`src/rtl/tmb_tx_pkg.sv`:
```
// Shared encodings for the TMB trigger-fiber TX path: link sequencer states and
// the 8b/10b comma words the datapath sends while held in TRG_RST.
package tmb_tx_pkg;

    typedef enum logic [2:0] {
        WAIT_SYNC = 3'd0,
        COMMA     = 3'd1,
        ALIGN     = 3'd2,
        RUN       = 3'd3,
        FAULT     = 3'd4
    } link_state_t;

    localparam logic [31:0] COMMA_WORD = 32'h50BC_50BC;
    localparam logic [15:0] FRAME_SEP  = 16'h50BC;
    localparam logic [15:0] LTNCY_SEP  = 16'h50FC;
    localparam logic [3:0]  COMMA_ISK  = 4'b0101;

endpackage

```
`src/rtl/tmb_tx_link_ctrl_if.sv`:
```
// Link-control bundle between the TX link sequencer (master) and the GTX/datapath side (slave).
// All signals are levels or single-cycle pulses in the TRG_CLK80 domain; there is no valid/ready pairing.
interface tmb_tx_link_ctrl_if;

    logic       TX_SYNC_DONE;
    logic       TRG_TX_PLL_LOCK;
    logic       TX_SEL;
    logic       REQ_TEST;
    logic       TRG_RST_OUT;
    logic       ENA_TEST_PAT;
    logic       LINK_UP;
    logic [2:0] STATE;
    logic [7:0] LOCK_LOSS_CNT;
    logic       SYNC_RETRY;

    modport master (
        input  TX_SYNC_DONE, TRG_TX_PLL_LOCK, TX_SEL, REQ_TEST,
        output TRG_RST_OUT, ENA_TEST_PAT, LINK_UP, STATE, LOCK_LOSS_CNT, SYNC_RETRY
    );

    modport slave (
        output TX_SYNC_DONE, TRG_TX_PLL_LOCK, TX_SEL, REQ_TEST,
        input  TRG_RST_OUT, ENA_TEST_PAT, LINK_UP, STATE, LOCK_LOSS_CNT, SYNC_RETRY
    );

endinterface

```
`src/rtl/tmb_sync2.sv`:
```
// Two-flop synchroniser with asynchronous active-low clear to 0.
module tmb_sync2 (
    input  logic clk,
    input  logic rst_n,
    input  logic d,
    output logic q
);

    logic meta;

    always_ff @(posedge clk or negedge rst_n) begin
        if (!rst_n) begin
            meta <= 1'b0;
            q    <= 1'b0;
        end else begin
            meta <= d;
            q    <= meta;
        end
    end

endmodule

```
`src/rtl/tmb_tx_link_ctrl.sv`:
```
// TX link startup/recovery sequencer: WAIT_SYNC -> COMMA -> ALIGN -> RUN, FAULT on PLL lock loss.
// Define TMB_TX_LINK_WDOG_EN to build the WAIT_SYNC watchdog (SYNC_RETRY); otherwise SYNC_RETRY is 0.
module tmb_tx_link_ctrl
    import tmb_tx_pkg::*;
#(
    parameter int COMMA_FRAMES = 16,
    parameter int LOCK_STABLE  = 256
`ifdef TMB_TX_LINK_WDOG_EN
    , parameter int WDOG_CYCLES = 65535
`endif
) (
    input  logic TRG_CLK80,
    input  logic TRG_TXRESETDONE,
    tmb_tx_link_ctrl_if.master lnk
);

    localparam logic [8:0]  COMMA_LAST = 9'(2 * COMMA_FRAMES - 1);
    localparam logic [15:0] LOCK_LAST  = 16'(LOCK_STABLE - 1);

    link_state_t state, state_nxt;
    logic [8:0]  cnt, cnt_nxt;
    logic [15:0] lock_cnt, lock_cnt_nxt;
    logic [7:0]  loss_cnt, loss_cnt_nxt;
    logic        mode, mode_nxt;
    logic        trg_rst_q, link_up_q;
    logic        pll_lock_s, req_test_s;
    logic        active;

    tmb_sync2 u_sync_lock (
        .clk   (TRG_CLK80),
        .rst_n (TRG_TXRESETDONE),
        .d     (lnk.TRG_TX_PLL_LOCK),
        .q     (pll_lock_s)
    );

    tmb_sync2 u_sync_req (
        .clk   (TRG_CLK80),
        .rst_n (TRG_TXRESETDONE),
        .d     (lnk.REQ_TEST),
        .q     (req_test_s)
    );

    always_ff @(posedge TRG_CLK80 or negedge TRG_TXRESETDONE) begin
        if (!TRG_TXRESETDONE) begin
            state     <= WAIT_SYNC;
            cnt       <= '0;
            lock_cnt  <= '0;
            loss_cnt  <= '0;
            mode      <= 1'b0;
            trg_rst_q <= 1'b1;
            link_up_q <= 1'b0;
        end else begin
            state     <= state_nxt;
            cnt       <= cnt_nxt;
            lock_cnt  <= lock_cnt_nxt;
            loss_cnt  <= loss_cnt_nxt;
            mode      <= mode_nxt;
            // Commas are released only in ALIGN/RUN, so TRG_RST only rises at a state change.
            trg_rst_q <= !(state_nxt == ALIGN || state_nxt == RUN);
            link_up_q <= (state == RUN) && (state_nxt == RUN) && (link_up_q || lnk.TX_SEL);
        end
    end

    assign active = (state == COMMA) || (state == ALIGN) || (state == RUN);

    // Priority: lock loss, then sync loss, then mode change, then per-state timeouts.
    always_comb begin
        state_nxt    = state;
        cnt_nxt      = cnt;
        lock_cnt_nxt = '0;
        loss_cnt_nxt = loss_cnt;
        mode_nxt     = mode;
        if (active && !pll_lock_s) begin
            state_nxt = FAULT;
            cnt_nxt   = '0;
            if (loss_cnt != 8'hFF) loss_cnt_nxt = loss_cnt + 8'd1;
        end else if (active && !lnk.TX_SYNC_DONE) begin
            state_nxt = WAIT_SYNC;
            cnt_nxt   = '0;
        end else begin
            case (state)
                WAIT_SYNC: begin
                    if (lnk.TX_SYNC_DONE && pll_lock_s) begin
                        state_nxt = COMMA;
                        cnt_nxt   = '0;
                    end
                end
                COMMA: begin
                    if (cnt == COMMA_LAST) begin
                        state_nxt = ALIGN;
                        cnt_nxt   = '0;
                        mode_nxt  = req_test_s;
                    end else begin
                        cnt_nxt = cnt + 9'd1;
                    end
                end
                ALIGN: begin
                    if (cnt == 9'd1) begin
                        state_nxt = RUN;
                        cnt_nxt   = '0;
                    end else begin
                        cnt_nxt = cnt + 9'd1;
                    end
                end
                RUN: begin
                    // Restart through COMMA so the PRBS generator reseeds on a clean frame.
                    if (req_test_s != mode) begin
                        state_nxt = COMMA;
                        cnt_nxt   = '0;
                    end
                end
                FAULT: begin
                    if (pll_lock_s) begin
                        if (lock_cnt == LOCK_LAST) begin
                            state_nxt = WAIT_SYNC;
                        end else begin
                            lock_cnt_nxt = lock_cnt + 16'd1;
                        end
                    end
                end
                default: begin
                    state_nxt = WAIT_SYNC;
                    cnt_nxt   = '0;
                end
            endcase
        end
    end

`ifdef TMB_TX_LINK_WDOG_EN
    localparam logic [15:0] WDOG_LAST = 16'(WDOG_CYCLES - 1);

    logic [15:0] wdog_cnt;
    logic        retry_q;

    always_ff @(posedge TRG_CLK80 or negedge TRG_TXRESETDONE) begin
        if (!TRG_TXRESETDONE) begin
            wdog_cnt <= '0;
            retry_q  <= 1'b0;
        end else if (state == WAIT_SYNC && state_nxt == WAIT_SYNC) begin
            if (wdog_cnt == WDOG_LAST) begin
                wdog_cnt <= '0;
                retry_q  <= 1'b1;
            end else begin
                wdog_cnt <= wdog_cnt + 16'd1;
                retry_q  <= 1'b0;
            end
        end else begin
            wdog_cnt <= '0;
            retry_q  <= 1'b0;
        end
    end

    assign lnk.SYNC_RETRY = retry_q;
`else
    assign lnk.SYNC_RETRY = 1'b0;
`endif

    assign lnk.TRG_RST_OUT   = trg_rst_q;
    assign lnk.ENA_TEST_PAT  = mode;
    assign lnk.LINK_UP       = link_up_q;
    assign lnk.STATE         = state;
    assign lnk.LOCK_LOSS_CNT = loss_cnt;

endmodule

```
`src/flat_wrapper.sv`:
```
// flat-port wrapper written by rule: the top's interface ports become plain ports
module tmb_tx_link_ctrl_flat import tmb_tx_pkg::*;
#(
    parameter int COMMA_FRAMES = 16,
    parameter int LOCK_STABLE  = 256

)
  (TRG_CLK80, TRG_TXRESETDONE, lnk_TX_SYNC_DONE, lnk_TRG_TX_PLL_LOCK, lnk_TX_SEL, lnk_REQ_TEST, lnk_TRG_RST_OUT, lnk_ENA_TEST_PAT, lnk_LINK_UP, lnk_STATE, lnk_LOCK_LOSS_CNT, lnk_SYNC_RETRY);
  tmb_tx_link_ctrl_if lnk_i ();
  input  logic TRG_CLK80;
  input  logic TRG_TXRESETDONE;
  input wire logic [$bits(lnk_i.TX_SYNC_DONE)-1:0] lnk_TX_SYNC_DONE;
  input wire logic [$bits(lnk_i.TRG_TX_PLL_LOCK)-1:0] lnk_TRG_TX_PLL_LOCK;
  input wire logic [$bits(lnk_i.TX_SEL)-1:0] lnk_TX_SEL;
  input wire logic [$bits(lnk_i.REQ_TEST)-1:0] lnk_REQ_TEST;
  output wire logic [$bits(lnk_i.TRG_RST_OUT)-1:0] lnk_TRG_RST_OUT;
  output wire logic [$bits(lnk_i.ENA_TEST_PAT)-1:0] lnk_ENA_TEST_PAT;
  output wire logic [$bits(lnk_i.LINK_UP)-1:0] lnk_LINK_UP;
  output wire logic [$bits(lnk_i.STATE)-1:0] lnk_STATE;
  output wire logic [$bits(lnk_i.LOCK_LOSS_CNT)-1:0] lnk_LOCK_LOSS_CNT;
  output wire logic [$bits(lnk_i.SYNC_RETRY)-1:0] lnk_SYNC_RETRY;
  assign lnk_i.TX_SYNC_DONE = lnk_TX_SYNC_DONE;
  assign lnk_i.TRG_TX_PLL_LOCK = lnk_TRG_TX_PLL_LOCK;
  assign lnk_i.TX_SEL = lnk_TX_SEL;
  assign lnk_i.REQ_TEST = lnk_REQ_TEST;
  assign lnk_TRG_RST_OUT = lnk_i.TRG_RST_OUT;
  assign lnk_ENA_TEST_PAT = lnk_i.ENA_TEST_PAT;
  assign lnk_LINK_UP = lnk_i.LINK_UP;
  assign lnk_STATE = lnk_i.STATE;
  assign lnk_LOCK_LOSS_CNT = lnk_i.LOCK_LOSS_CNT;
  assign lnk_SYNC_RETRY = lnk_i.SYNC_RETRY;
  tmb_tx_link_ctrl #(.COMMA_FRAMES(COMMA_FRAMES), .LOCK_STABLE(LOCK_STABLE)) u_core (.TRG_CLK80(TRG_CLK80), .TRG_TXRESETDONE(TRG_TXRESETDONE), .lnk(lnk_i));
endmodule
```
`config.mk`:
```
export PLATFORM = sky130hd
export DESIGN_NAME = tmb_tx_link_ctrl_flat
export DESIGN_NICKNAME = d
export VERILOG_FILES = /design/src/rtl/tmb_tx_pkg.sv /design/src/rtl/tmb_tx_link_ctrl_if.sv /design/src/rtl/tmb_sync2.sv /design/src/rtl/tmb_tx_link_ctrl.sv /design/src/flat_wrapper.sv
export SDC_FILE = /design/constraint.sdc
export NUM_CORES = 1
export LEC_CHECK = 0
export BUFFER_PORTS_ARGS = -buffer_cell sky130_fd_sc_hd__buf_2
export CORE_MARGIN = 3
export CORE_UTILIZATION = 56
export CTS_CLUSTER_SIZE = 12
export DETAILED_ROUTE_END_ITERATION = 7
export PLACE_DENSITY_LB_ADDON = 0.15
export SYNTH_ARGS = -nofsm -noshare
export SYNTH_HDL_FRONTEND = slang
export SYNTH_SLANG_ARGS = --single-unit
```
`constraint.sdc`:
```
create_clock -name TRG_CLK80 -period 2.15 [get_ports TRG_CLK80]
set_clock_uncertainty 0.15 [all_clocks]
set_input_delay 0.5375 -clock TRG_CLK80 [delete_from_list [all_inputs] [get_ports TRG_CLK80]]
set_output_delay 0.5375 -clock TRG_CLK80 [all_outputs]
set_load 0.1 [all_outputs]
```
### Word level (Yosys, flattened, before mapping)

Cells that the tools add are included.

| operators by class | value |
|---|---|
| add/subtract/negate cells | 3 |
| multiply operators | 0 |
| div/mod/pow operators | 0 |
| magnitude comparators | 0 |
| equality and inequality tests | 14 |
| shift-type cells | 0 |
| multiplexer cells | 21 |
| bitwise logic cells | 2 |
| reduce and logical (&&, ||, !) cells | 16 |

Operators with widths:

| cell | number |
|---|---|
| 16-bit two-way mux | 5 |
| 9-bit two-way mux | 6 |
| 9-bit case mux with 5 select lines | 1 |
| 3-bit two-way mux | 8 |
| 16-bit by 1-bit adder with 16-bit output, second input constant | 1 |
| 16-bit by 8-bit == test with 1-bit output, second input constant | 1 |
| 3-bit case mux with 5 select lines | 1 |
| 3-bit by 2-bit == test with 1-bit output, second input constant | 4 |
| 9-bit by 1-bit adder with 9-bit output, second input constant | 1 |
| 9-bit by 1-bit == test with 1-bit output, second input constant | 1 |
| 9-bit by 5-bit == test with 1-bit output, second input constant | 1 |
| 8-bit by 1-bit adder with 8-bit output, second input constant | 1 |
| 8-bit inequality test, second input constant | 1 |
| 1-bit logical AND | 5 |
| 1-bit logical OR | 4 |
| 4-bit by 1-bit inequality test with 1-bit output, second input constant | 1 |
| 4-bit inequality test, second input constant | 1 |
| 4-bit AND reduction | 1 |
| 3-bit by 1-bit == test with 1-bit output, second input constant | 1 |
| 3-bit == test, second input constant | 1 |
| 1-bit logical NOT | 3 |
| 3-bit logical NOT | 1 |
| 3-bit by 1-bit inequality test with 1-bit output, second input constant | 1 |
| 3-bit AND reduction | 1 |
| 3 further kinds | 4 |

| word-level totals | value |
|---|---|
| register bits | 43 |
| latch bits | 0 |
| bits in writable memories | 0 |
| bits in read-only memories | 0 |
| output and inout bits | 15 |
| memories kept | 0 |

### Logic depth before layout (Yosys ltp)

| depth | value |
|---|---|
| depth after elaboration | 9 |
| mapped depth | 6 |

### By module

From an unflattened synthesis, not the netlist that was laid out.

| second synthesis, totals | value |
|---|---|
| cells, all modules | 209 |
| area total of the unflattened synthesis | 2155.8 µm² |

Modules (own cells, without submodules):

| module | instances | cells each | area an instance (µm²) | sequential area each (µm²) |
|---|---|---|---|---|
| tmb_tx_link_ctrl | 1 | 205 | 2055.7 | 977.2 |
| tmb_sync2 | 2 | 2 | 50.0 | 50.0 |

### Worst setup path after synthesis

Ideal clock, no wire load.

| timing | value |
|---|---|
| kind | reg-to-reg |
| start | register u_core.state[0] (netlist: u_core.lnk.STATE[0]) |
| end | register u_core.loss_cnt[1] (netlist: u_core.lnk.LOCK_LOSS_CNT[1]) |
| library setup time | 0.126 ns |
| arrival | 2.196 ns |
| setup slack | -0.322 ns |
| stages on the path, launching flop included | 5 |
| buffers on the path | 0 |
| clock period less this slack | 2.472 ns |
| cell sequence | dfrtp_1 > nor2_1 > or3_1 > nor2_1 > mux2_2 |

| between the ends | value |
|---|---|
| word-level cells in the longest chain between the ends | 5 |
| elaborated cells between the ends (all ways) | 7 |
| those cells by class | eq/ne (3); reduce/logical (4) |

RTL lines:

| what | RTL line | RTL |
|---|---|---|
| from (decl) | tmb_tx_link_ctrl.sv:20 | `link_state_t state, state_nxt;` |
| from (signal assigned) | tmb_tx_link_ctrl.sv:53 | `state <= state_nxt;` |
| 3-bit by 1-bit == test with 1-bit output / 3-bit by 2-bit == test with 1-bit output (equally long branches) | tmb_tx_link_ctrl.sv:64 | `assign active = (state == COMMA) \|\| (state == ALIGN) \|\| (state == RUN);` |
| 1-bit logical OR | tmb_tx_link_ctrl.sv:64 |  |
| 1-bit logical OR * | tmb_tx_link_ctrl.sv:64 |  |
| 1-bit logical AND * | tmb_tx_link_ctrl.sv:73 | `if (active && !pll_lock_s) begin` |
| 2-bit AND reduction (no source line) * | n/a |  |
| to (signal assigned) | tmb_tx_link_ctrl.sv:56 | `loss_cnt <= loss_cnt_nxt;` |
| to (decl) | tmb_tx_link_ctrl.sv:23 | `logic [7:0] loss_cnt, loss_cnt_nxt;` |

Mark *: on every way between the ends. The rest lies on a longest branch, timed or not.
A chain may end at the register's enable or synchronous reset.

### Worst setup path after layout

| timing | value |
|---|---|
| start | register u_core.lock_cnt[12] |
| end | register u_core.lock_cnt[6] |

| between the ends | value |
|---|---|
| word-level cells in the longest chain between the ends | 6 |

RTL lines:

| what | RTL line | RTL |
|---|---|---|
| from (decl) | tmb_tx_link_ctrl.sv:22 | `logic [15:0] lock_cnt, lock_cnt_nxt;` |
| from (signal assigned) | tmb_tx_link_ctrl.sv:55 | `lock_cnt <= lock_cnt_nxt;` |
| 16-bit by 8-bit == test with 1-bit output | tmb_tx_link_ctrl.sv:114 | `if (lock_cnt == LOCK_LAST) begin` |
| 16-bit two-way mux | tmb_tx_link_ctrl.sv:114 |  |
| 16-bit two-way mux | tmb_tx_link_ctrl.sv:113 | `if (pll_lock_s) begin` |
| 16-bit two-way mux | tmb_tx_link_ctrl.sv:81 | `case (state)` |
| 16-bit two-way mux | tmb_tx_link_ctrl.sv:77 | `end else if (active && !lnk.TX_SYNC_DONE) begin` |
| 16-bit two-way mux | tmb_tx_link_ctrl.sv:73 |  |
| via u_core.lock_cnt_nxt[6] | tmb_tx_link_ctrl.sv:22 |  |

The timed path passes the listed nets, and every way through them passes these cells.

==> impl_metrics.py <==
metrics = {
    "run_status": {
        "status": "finished clean",
    },
    "placement": {
        "dp_hpwl_mm": 2.99,
        "place_congestion": 0.849,
        "placed_area_sq_um": 2280,
        "io_buffers": 19,
    },
    "final_layout": {
        "antenna_cells": 0,
        "nets": 248,
        "synthToLayoutAreaGrowth_pct": 15.3,
        "utilization": 0.697,
        "num-fill-cells": 259,
        "post-route-cell-area_sq_um": 2440,
        "layout-drive-gt1-share": 0.201,
    },
    "yosys": {
        "synth_area_leaders": "dfrtp_1, xor2_1, nor2_1, nand3_1, o21ai_0",
        "synth.largest_area_cell": "dfrtp_1",
        "ys_top_cells_by_count": "dfrtp_1, nor2_1, xor2_1",
        "syn_avg_cell_area_sq_um": 10.0,
        "synth_edf_count": 0,
        "ys_seq_elements": 43,
        "synth_nets": 221,
        "async_reset_ff_frac": 1.00,
        "synthMostInstantiatedCell": "dfrtp_1",
        "ys.flop_type": "dfrtp_1",
        "synth_seq_area_share": 0.510,
        "synth.distinct_cells": 43,
        "yosysTopAreaCellShare": 0.497,
        "syn_inst": 211,
        "synth_warnings": 0,
        "netlist_area_sq_um": 2110,
    },
    "critical_path": {
        "crit_family": "simple AND/OR/NAND/NOR gates",
        "crit_type": "flip-flop to flip-flop",
        "worst-path-max-fanout": 8,
        "required_ps": 2170,
        "slowest_delay_ps": 540,
        "crit_slowest_cell": "or4_4",
        "worstPathCellList": "or4_1 > or4_4 > nand4_2 > nor2_1",
        "start_kind": "flip-flop",
        "worstPathArrival_ps": 2110,
        "crit_buf_inv": 0,
        "cp-end-kind": "flip-flop",
    },
    "pwr": {
        "leakage_nw": 1.10,
        "p_total_mw": 1.69,
        "ir_drop_v": 0.000497,
        "powerDensity_nw_per_um2": 692,
    },
    "sta": {
        "slew_violations": 0,
        "setup_viol": 0,
        "fin_crit_sh": 0.971,
        "worst_slew_pin_slew_ps": 609,
        "period_needed_ps": 2090,
        "fmax_mhz": 479,
        "grt_setup_unrepaired": "no",
        "relSlewSlack": 0.592,
        "hold_violations": 0,
    },
    "global_routing": {
        "grt_max_degree": 20,
        "grt.total_usage": 0.220,
        "grt_first_pass_wirelength_mm": 7.47,
        "antenna_found_initial": 0,
        "globalRouteOverflowTotal": 0,
        "first_global_vias": 1600,
    },
    "floorplanning": {
        "pin_count": 21,
        "dieArea_sq_um": 4550,
        "die_h_um": 67.4,
        "coreArea_sq_um": 3490,
        "die_w_um": 67.4,
        "rows": 21,
        "start_util": 0.605,
    },
    "hold_path": {
        "hold_path_class": "input pin to asynchronous set/reset pin",
    },
    "detailed_routing": {
        "drt-total-wl_mm": 4.38,
        "num_vias": 1703,
        "drc_errors": 0,
        "first_iter_violations": 94,
        "ant_nets": 0,
        "via_per_inst": 5.98,
        "firstDrtPassIters": 4,
        "wl_per_cell_um": 15.4,
    },
    "clock_tree": {
        "root_buffer": "clkbuf_8",
        "cts_sinks": 43,
        "cts_tree": "built",
        "clockBufferDepth": 2,
        "postCtsSetupBuffers": 0,
        "h-tree-depth": 2,
        "cts_hold_buf": 0,
        "path_clk_slew_ps": 80,
        "insertion_delay_ps": 290,
        "cts_made_buffers": 5,
    },
    "job": {
        "drv_cap": 0,
    },
}
[routing by layer]
| layer | GRT usage | up-vias | part of all wire |
|---|---|---|---|
| li1 | - | 807 | - |
| met1 | 0.289 | 822 | 0.45 |
| met2 | 0.360 | 63 | 0.48 |
| met3 | 0.0433 | 11 | 0.054 |
| met4 | 0.0810 | 0 | 0.014 |
| met5 | 0 | - | 0 |
[cell usage in the layout, fill, tap and decap left out, drive strengths merged, types with 2 or more instances in the layout]
master	n
ha	4
nor2b	2
mux2	2
inv	3
nand2	16
o22ai	6
or3	2
o21a	2
xnor2	5
nand4	9
xor2	17
or4	5
dfrtp	42
nor3b	2
nand2b	2
nor3	7
nand3	12
a211oi	2
and2	3
o31ai	2
o21ai	12
buf	25
nor4b	2
clkbuf	6
and3	3
nor4	5
a21oi	4
nor2	25
[power by group]
group / internal, mW / total [mW] / switching, mW
Sequential: 0.835 / 0.863 / 0.0285
Combinational: 0.0390 / 0.187 / 0.148
Clock: 0.376 / 0.636 / 0.260
[cells by family after synthesis]
| family | after synthesis | share of synthesized area |
|---|---|---|
| flip-flops | 43 | 0.510 |
| buffers and inverters | 9 | 0.0213 |
| other | 1 | 0.00177 |
| XOR/XNOR | 22 | 0.0912 |
| multiplexers | 2 | 0.0107 |
| AND/OR/NAND/NOR | 97 | 0.246 |
| adder cells (fa/ha/maj) | 4 | 0.0237 |
| AO/OA/AOI/OAI | 33 | 0.0959 |
[flip-flops by register name, summed over array words and instances, names as in the netlist]
| name | count |
|---|---|
| u_core.lock_cnt | 16 |
| u_core.cnt | 9 |
| u_core.lnk.LOCK_LOSS_CNT | 8 |
| u_core.lnk.STATE | 3 |
| u_core.lnk.ENA_TEST_PAT | 1 |
| u_core.lnk.LINK_UP | 1 |
| u_core.lnk.TRG_RST_OUT | 1 |
| u_core.u_sync_lock.meta | 1 |
| u_core.u_sync_lock.q | 1 |
| u_core.u_sync_req.meta | 1 |
| u_core.u_sync_req.q | 1 |
[repair_timing]
action | 4_1_cts | 5_1_grt
cloned | 0 | 1
resized for setup | 2 | 2
endpoints found under the setup margin | 4 | 6
[worst paths after layout]
check,from,end,slack (ps),cells after the start
min in group TRG_CLK80,lnk_TRG_TX_PLL_LOCK,u_core.u_sync_lock.meta$_DFF_PN0_,200,1
setup reg to reg,u_core.lock_cnt[12]$_DFF_PN0_,u_core.lock_cnt[6]$_DFF_PN0_,60,4
hold / removal,TRG_TXRESETDONE,u_core.u_sync_lock.meta$_DFF_PN0_,20,1
hold reg to reg,u_core.u_sync_lock.meta$_DFF_PN0_,u_core.u_sync_lock.q$_DFF_PN0_,210,0
setup / recovery,u_core.lock_cnt[12]$_DFF_PN0_,u_core.lock_cnt[6]$_DFF_PN0_,60,4
max in group asynchronous,TRG_TXRESETDONE,u_core.lock_cnt[10]$_DFF_PN0_,1270,2
[area by class of cell]
| cell class | instances | area [sq um] | area share |
|---|---|---|---|
| Sequential cell | 43 | 1080 | 0.445 |
| Multi-Input combinational cell | 160 | 1030 | 0.421 |
| Timing Repair Buffer | 25 | 140 | 0.0575 |
| Clock buffer | 6 | 82.6 | 0.0339 |
| Tap cell | 46 | 57.6 | 0.0236 |
| Clock inverter | 2 | 35.0 | 0.0144 |
| Inverter | 3 | 11.3 | 0.00462 |
[through the flow]
stage | setup TNS [ps] | setup slack [ps] | cells | hold WS [ps]
2_1_floorplan | -13.5 | -13.5 | 211 | 91.9
3_3_place_gp | 0 | 100 | 276 | 182
3_5_place_dp | -140 | -54.7 | 276 | 194
4_1_cts | 0 | 76.1 | 284 | 23.2
5_1_grt | 0 | 14.3 | 285 | 28.4
6_report | 0 | 62.4 | 285 | 15.5
Note: power is estimated with default switching activity, not from simulation.
